[src/rtl/button_repeat.sv]
// -----------------------------------------------------------------------------
// button_repeat
// Two-channel push-button conditioner for increment/decrement keys.
// Each raw active-low key is synchronised, debounced and turned into fixed-width
// active-low pulses: one pulse on press, then auto-repeat while the key is held.
// Holding both keys at once engages an interlock under which neither channel
// fires until both keys have been released.
//
// Ports:
//   i_CLK      system clock
//   i_RST      asynchronous active-low reset
//   i_btn_inc  raw increment key, active-low, asynchronous to i_CLK
//   i_btn_dec  raw decrement key, active-low, asynchronous to i_CLK
//   o_inc_btn  conditioned increment pulse, active-low, idle high (registered)
//   o_dec_btn  conditioned decrement pulse, active-low, idle high (registered)
//   o_lock     high while the both-pressed interlock is active (registered)
//
// Channel index 0 is the increment key, index 1 the decrement key.
// -----------------------------------------------------------------------------
module button_repeat #(
    parameter int unsigned DEBOUNCE_CYC = 1000000,
    parameter int unsigned HOLD_CYC     = 25000000,
    parameter int unsigned REPEAT_CYC   = 5000000,
    parameter int unsigned PULSE_CYC    = 2
) (
    input  logic i_CLK,
    input  logic i_RST,
    input  logic i_btn_inc,
    input  logic i_btn_dec,
    output logic o_inc_btn,
    output logic o_dec_btn,
    output logic o_lock
);

    localparam int unsigned TIMER_MAX = (HOLD_CYC > REPEAT_CYC) ? HOLD_CYC : REPEAT_CYC;
    localparam int unsigned DEB_W     = $clog2(DEBOUNCE_CYC + 1);
    localparam int unsigned TMR_W     = $clog2(TIMER_MAX + 1);
    localparam int unsigned PLS_W     = $clog2(PULSE_CYC + 1);

    localparam logic [DEB_W-1:0] DEB_LIMIT  = DEB_W'(DEBOUNCE_CYC);
    localparam logic [DEB_W-1:0] DEB_ZERO   = {DEB_W{1'b0}};
    localparam logic [DEB_W-1:0] DEB_ONE    = DEB_W'(32'd1);
    localparam logic [TMR_W-1:0] TMR_HOLD   = TMR_W'(HOLD_CYC);
    localparam logic [TMR_W-1:0] TMR_REPEAT = TMR_W'(REPEAT_CYC);
    localparam logic [TMR_W-1:0] TMR_ZERO   = {TMR_W{1'b0}};
    localparam logic [TMR_W-1:0] TMR_ONE    = TMR_W'(32'd1);
    localparam logic [PLS_W-1:0] PLS_LOAD   = PLS_W'(PULSE_CYC);
    localparam logic [PLS_W-1:0] PLS_ZERO   = {PLS_W{1'b0}};
    localparam logic [PLS_W-1:0] PLS_ONE    = PLS_W'(32'd1);

    typedef enum logic [1:0] {
        ST_IDLE   = 2'd0,
        ST_HOLD   = 2'd1,
        ST_REPEAT = 2'd2,
        ST_LOCK   = 2'd3
    } state_t;

    logic [1:0]       raw_s;
    logic [1:0]       sync1_r;
    logic [1:0]       sync2_r;
    logic [1:0]       deb_r;
    logic [1:0]       deb_n_s;
    logic [DEB_W-1:0] deb_cnt_r   [2];
    logic [DEB_W-1:0] deb_cnt_n_s [2];
    state_t           state_r     [2];
    state_t           state_n_s   [2];
    logic [TMR_W-1:0] timer_r     [2];
    logic [TMR_W-1:0] timer_n_s   [2];
    logic [PLS_W-1:0] pls_cnt_r   [2];
    logic [PLS_W-1:0] pls_cnt_n_s [2];
    logic [1:0]       fire_s;
    logic             both_pressed_s;
    logic             both_released_s;
    logic [1:0]       btn_out_r;
    logic             lock_r;

    assign raw_s = {i_btn_dec, i_btn_inc};

    // Two-flop synchroniser for the raw keys; idles at released (1).
    always_ff @(posedge i_CLK or negedge i_RST) begin
        if (!i_RST) begin
            sync1_r <= 2'b11;
            sync2_r <= 2'b11;
        end else begin
            sync1_r <= raw_s;
            sync2_r <= sync1_r;
        end
    end

    // Debounce: count cycles of disagreement; adopt the new level once the count hits the limit.
    always_comb begin
        for (int ch = 0; ch < 2; ch++) begin
            deb_n_s[ch]     = deb_r[ch];
            deb_cnt_n_s[ch] = DEB_ZERO;
            if (sync2_r[ch] == deb_r[ch]) begin
                deb_cnt_n_s[ch] = DEB_ZERO;
            end else if (deb_cnt_r[ch] == DEB_LIMIT) begin
                deb_n_s[ch]     = sync2_r[ch];
                deb_cnt_n_s[ch] = DEB_ZERO;
            end else begin
                deb_cnt_n_s[ch] = deb_cnt_r[ch] + DEB_ONE;
            end
        end
    end

    // Debounced levels and their stability counters.
    always_ff @(posedge i_CLK or negedge i_RST) begin
        if (!i_RST) begin
            deb_r <= 2'b11;
            for (int ch = 0; ch < 2; ch++) begin
                deb_cnt_r[ch] <= DEB_ZERO;
            end
        end else begin
            deb_r <= deb_n_s;
            for (int ch = 0; ch < 2; ch++) begin
                deb_cnt_r[ch] <= deb_cnt_n_s[ch];
            end
        end
    end

    assign both_pressed_s  = (deb_r == 2'b00);
    assign both_released_s = (deb_r == 2'b11);

    // Per-channel press/hold/repeat FSM. The timer is loaded only when a pulse
    // fires, so a fire happens on the cycle the timer would step from 1 to 0.
    // Both-pressed forces every channel into LOCK, so the two FSMs always
    // enter and leave LOCK together.
    always_comb begin
        for (int ch = 0; ch < 2; ch++) begin
            state_n_s[ch] = state_r[ch];
            timer_n_s[ch] = timer_r[ch];
            fire_s[ch]    = 1'b0;
            case (state_r[ch])
                ST_IDLE: begin
                    if (both_pressed_s) begin
                        state_n_s[ch] = ST_LOCK;
                    end else if (!deb_r[ch]) begin
                        fire_s[ch]    = 1'b1;
                        timer_n_s[ch] = TMR_HOLD;
                        state_n_s[ch] = ST_HOLD;
                    end else begin
                        state_n_s[ch] = ST_IDLE;
                    end
                end
                ST_HOLD, ST_REPEAT: begin
                    if (both_pressed_s) begin
                        state_n_s[ch] = ST_LOCK;
                    end else if (deb_r[ch]) begin
                        state_n_s[ch] = ST_IDLE;
                    end else if (timer_r[ch] <= TMR_ONE) begin
                        fire_s[ch]    = 1'b1;
                        timer_n_s[ch] = TMR_REPEAT;
                        state_n_s[ch] = ST_REPEAT;
                    end else begin
                        timer_n_s[ch] = timer_r[ch] - TMR_ONE;
                    end
                end
                ST_LOCK: begin
                    if (both_released_s) begin
                        state_n_s[ch] = ST_IDLE;
                    end else begin
                        state_n_s[ch] = ST_LOCK;
                    end
                end
                default: begin
                    state_n_s[ch] = ST_IDLE;
                    timer_n_s[ch] = TMR_ZERO;
                end
            endcase
        end
    end

    // Pulse down-counter: a running pulse always completes; fires during it are dropped.
    always_comb begin
        for (int ch = 0; ch < 2; ch++) begin
            pls_cnt_n_s[ch] = PLS_ZERO;
            if (pls_cnt_r[ch] != PLS_ZERO) begin
                pls_cnt_n_s[ch] = pls_cnt_r[ch] - PLS_ONE;
            end else if (fire_s[ch]) begin
                pls_cnt_n_s[ch] = PLS_LOAD;
            end else begin
                pls_cnt_n_s[ch] = PLS_ZERO;
            end
        end
    end

    // FSM state, timers, pulse counters and registered outputs.
    always_ff @(posedge i_CLK or negedge i_RST) begin
        if (!i_RST) begin
            for (int ch = 0; ch < 2; ch++) begin
                state_r[ch]   <= ST_IDLE;
                timer_r[ch]   <= TMR_ZERO;
                pls_cnt_r[ch] <= PLS_ZERO;
            end
            btn_out_r <= 2'b11;
            lock_r    <= 1'b0;
        end else begin
            for (int ch = 0; ch < 2; ch++) begin
                state_r[ch]   <= state_n_s[ch];
                timer_r[ch]   <= timer_n_s[ch];
                pls_cnt_r[ch] <= pls_cnt_n_s[ch];
                btn_out_r[ch] <= (pls_cnt_n_s[ch] == PLS_ZERO);
            end
            lock_r <= (state_n_s[0] == ST_LOCK) || (state_n_s[1] == ST_LOCK);
        end
    end

    assign o_inc_btn = btn_out_r[0];
    assign o_dec_btn = btn_out_r[1];
    assign o_lock    = lock_r;

endmodule

[config.mk]
export PLATFORM = sky130hd
export DESIGN_NAME = button_repeat
export DESIGN_NICKNAME = d
export VERILOG_FILES = /design/src/rtl/button_repeat.sv
export SDC_FILE = /design/constraint.sdc
export NUM_CORES = 1
export LEC_CHECK = 0
export BUFFER_PORTS_ARGS = -buffer_cell sky130_fd_sc_hd__buf_2
export CAP_MARGIN = 20
export CORE_ASPECT_RATIO = 0.9
export CORE_MARGIN = 2
export CORE_UTILIZATION = 63
export DETAILED_ROUTE_END_ITERATION = 8
export HOLD_SLACK_MARGIN = 0.05
export PLACE_DENSITY = 0.8
export SETUP_SLACK_MARGIN = 0.05
export SYNTH_ARGS = -nofsm -noshare
export SYNTH_HDL_FRONTEND = slang
export SYNTH_SLANG_ARGS = --single-unit
export TNS_END_PERCENT = 50
[constraint.sdc]
create_clock -name i_CLK -period 3.6 [get_ports i_CLK]
set_input_delay 0.36 -clock i_CLK [delete_from_list [all_inputs] [get_ports i_CLK]]
set_output_delay 0.36 -clock i_CLK [all_outputs]
set_load 0.02 [all_outputs]
==> impl_results.md <==
- Outcome: finished, final reports clean
- Cell taking the most area after synthesis: dfrtp_1
- Crit path time final: approximately 2900 ps
- Critical Path Sink Type: flop
- Footprint of the multi-input gates: ~2800 um2
- Cells on worst reg2reg path: 5
- Syn Inst Count: approximately 600
- Initial antenna violation count: 0
- Inst Count DP: 713
- GRT overflow: 0
- Total Routed Length: 11630 um
- Core area: approximately 8600 um2
- Drt first pass iters: 5
- Most common cell in the netlist: dfrtp_1
- Sw frac: between 20% and 30%
- Area growth syn-to-layout: 7.077%
- Port Buffer Count: 6
- Flop pwr share: 59.8%
- Seq. cell area: between 2000 and 3000 um2
- Post-synth design cell area: between 5000 and 6000 um2
- Clock latency at the later pin of the worst-skew pair: 380 ps
- Reg2Reg Setup Slack: between 600 and 700 ps
- HPWL Detailed: ~8000 um
- Post-synth EDFFs: 0
- Nets: roughly 630
- Drt wl/cell: about 16 um
- Gpl congestion: approximately 0.92
- Clock-pin slew on the worst setup and hold paths: ~100 ps
- Place WS: between 700 and 800 ps
- Clock share of power: roughly 38%
- Via count: ~4500
- Post-CTS sizing: 0
- Pin count of the biggest net entering global routing: 84
- Post-route insts no fill: 732
- RSZ-0062 raised after global routing: false
- Req. time, crit path: roughly 3900 ps
- Ports: 7
- Distinct cell type count after synthesis: 57
- Maximum Capacitance Violations: 0
- GRT Total Usage: between 20 and 30%
- Yosys warns: 0
- FILL cells: 680
- Sequential-to-total area share from yosys stat: between 40% and 50%
- Main synth FF type: dfrtp_1
- Final hold viol count: 0
- Worst VDD drop: around 270 uV
- DR DRC count: 0
- Max frequency: approximately 0.34 GHz
- Routed vias/inst: ~6.1
- Cells on Worst Hold Path: 1
- Chip Width: a little over 100 um
- Startpoint Class: flop
- Cell area power density: 336.2 nW/um2
- Final Setup Violations: 0
- Final setup TNS: 0 ps
- Area share of the largest cell type after synthesis: 43.79%
- Inserted Diodes: 0
- Worst-margin pin slew: about 1000 ps
- Synthesized Nets: around 620
- Pins Over Slew Limit: 0
- Initial Util: between 60% and 70%
- Skew final: 8.475 ps
- Min-delay worst type: in2reg
- Synth Register Bits: between 100 and 150
- H-tree levels: 3
- Share of cells above drive strength 1: under 10%
- Crit path max fanout: 12
- CP arrival: roughly 3200 ps
- P_sw: between 0.4 and 0.5 mW
- CTS tree: done
- DR iter-0 viols: around 240
- Synth top area cells: dfrtp_1 (44%), xnor2_1 (6.0%), nor2_1 (5.6%)
- Vias in the first global route: 4355
- DIE AREA: 9756 um2
- CTS sink count: roughly 110
- Final setup margin: about 700 ps
- Slew HR: 33.48%
- Row count: 32
- CTS Buffer Depth: 2
- Root Driver: clkbuf_8
- Crit share post-route: 80.76%
- Worst hold slack: approximately 77 ps
- First-pass GRT wire length: ~20000 um
- Critical path class: reg2reg
- Mean Syn Cell Area: roughly 9.4 um2
- Pint: 1.572 mW
- Die Ht: around 94 um
- Asr flop ratio synth: 100.0%
- Post-route ant nets: 0
- Leak pwr: ~2.8 nW
- Post-synth top cells: dfrtp_1 (99), nor2_1 (85), nand2_1 (45), xnor2_1 (39), nor4_1 (28)
- Comb pwr share: between 2 and 3%
- TritonCTS Buffers: 9
[cell families after synthesis]
| logic type | synth area share (%) |
|---|---|
| compound gates | 10.57 |
| buf+inv | 3.118 |
| mux | 0.1769 |
| fa+ha+maj | 2.875 |
| simple gates | 26.01 |
| flops | 47.50 |
| xor+xnor | 9.752 |
[power by group through the flow]
stage	clock, mW	combinational [mW]	sequential (mW)
2_1_floorplan	0	0.0204	1.24
3_3_place_gp	0	0.0476	1.24
3_5_place_dp	0	0.0487	1.24
4_1_cts	0.781	0.0490	1.22
5_1_grt	0.829	0.0620	1.22
6_report	0.767	0.0513	1.22
[state kept, by name, indices dropped and copies added (netlist names)]
name,count
btn_out_r,2
deb_cnt_r,40
deb_r,2
o_lock,1
pls_cnt_r,4
state_r,4
sync1_r,2
sync2_r,2
timer_r,50
[worst max-delay path, stage by stage, from the launching register on]
cell and delay (ps):
dfrtp_1 430, or4_1 690, or4_4 680, or3_1 550, a21oi_2 350, nor2_1 90
[routing by layer]
layer / GRT usage [%] / wire [um]
met1: 35.69 / 5283
met2: 39.86 / 5418
met3: 6.380 / 791
met4: 8.221 / 137
met5: 0 / 0
[cells in the final DEF, fill, tap and decap left out, types with 11 or more instances in the layout]
cell type	n
a21oi_1	22
dfrtp_1	99
ha_1	13
inv_1	21
nand2_1	45
nand3_1	24
nand4_1	14
nor2_1	85
nor3_1	24
nor4_1	28
o21ai_0	17
or3_1	11
xnor2_1	39
xor2_1	24
[path summary, 6_finish.rpt]
path | startpoint | end
max in group asynchronous | i_RST | sync1_r[1]$_DFF_PN1_
worst max-delay path | timer_r[28]$_DFFE_PN0P_ | timer_r[29]$_DFFE_PN0P_
worst min register to register | sync1_r[0]$_DFF_PN1_ | sync2_r[0]$_DFF_PN1_
worst max register to register | timer_r[28]$_DFFE_PN0P_ | timer_r[29]$_DFFE_PN0P_
worst min-delay path | i_btn_inc | sync1_r[0]$_DFF_PN1_
min in group asynchronous | i_RST | timer_r[41]$_DFFE_PN0P_
[cell type report]
type | count | share of cell area (%)
clock buffer | 10 | 2.272
clock inverter | 6 | 1.177
inverter | 21 | 1.301
multi-input combinational | 451 | 46.12
sequential | 107 | 44.36
tap | 119 | 2.458
timing repair buffer | 18 | 2.313
[repair_timing]
item                                    in CTS  in global routing
setup buffers                                0                  0
hold endpoints to repair                     0                 37
hold buffers                                 0                  2
endpoints found under the setup margin       0                  0
[through the flow]
step / utilization (%) / area [um2] / total power [mW]
CTS: 69.59 / 6018 / 2.049
finish: 70.05 / 6058 / 2.037
global route: 70.05 / 6058 / 2.111
floorplan: - / 5658 / 1.260
global placement: 67.17 / 5809 / 1.289
detailed placement: 67.17 / 5809 / 1.291
Note: power is estimated with default switching activity, not from simulation.
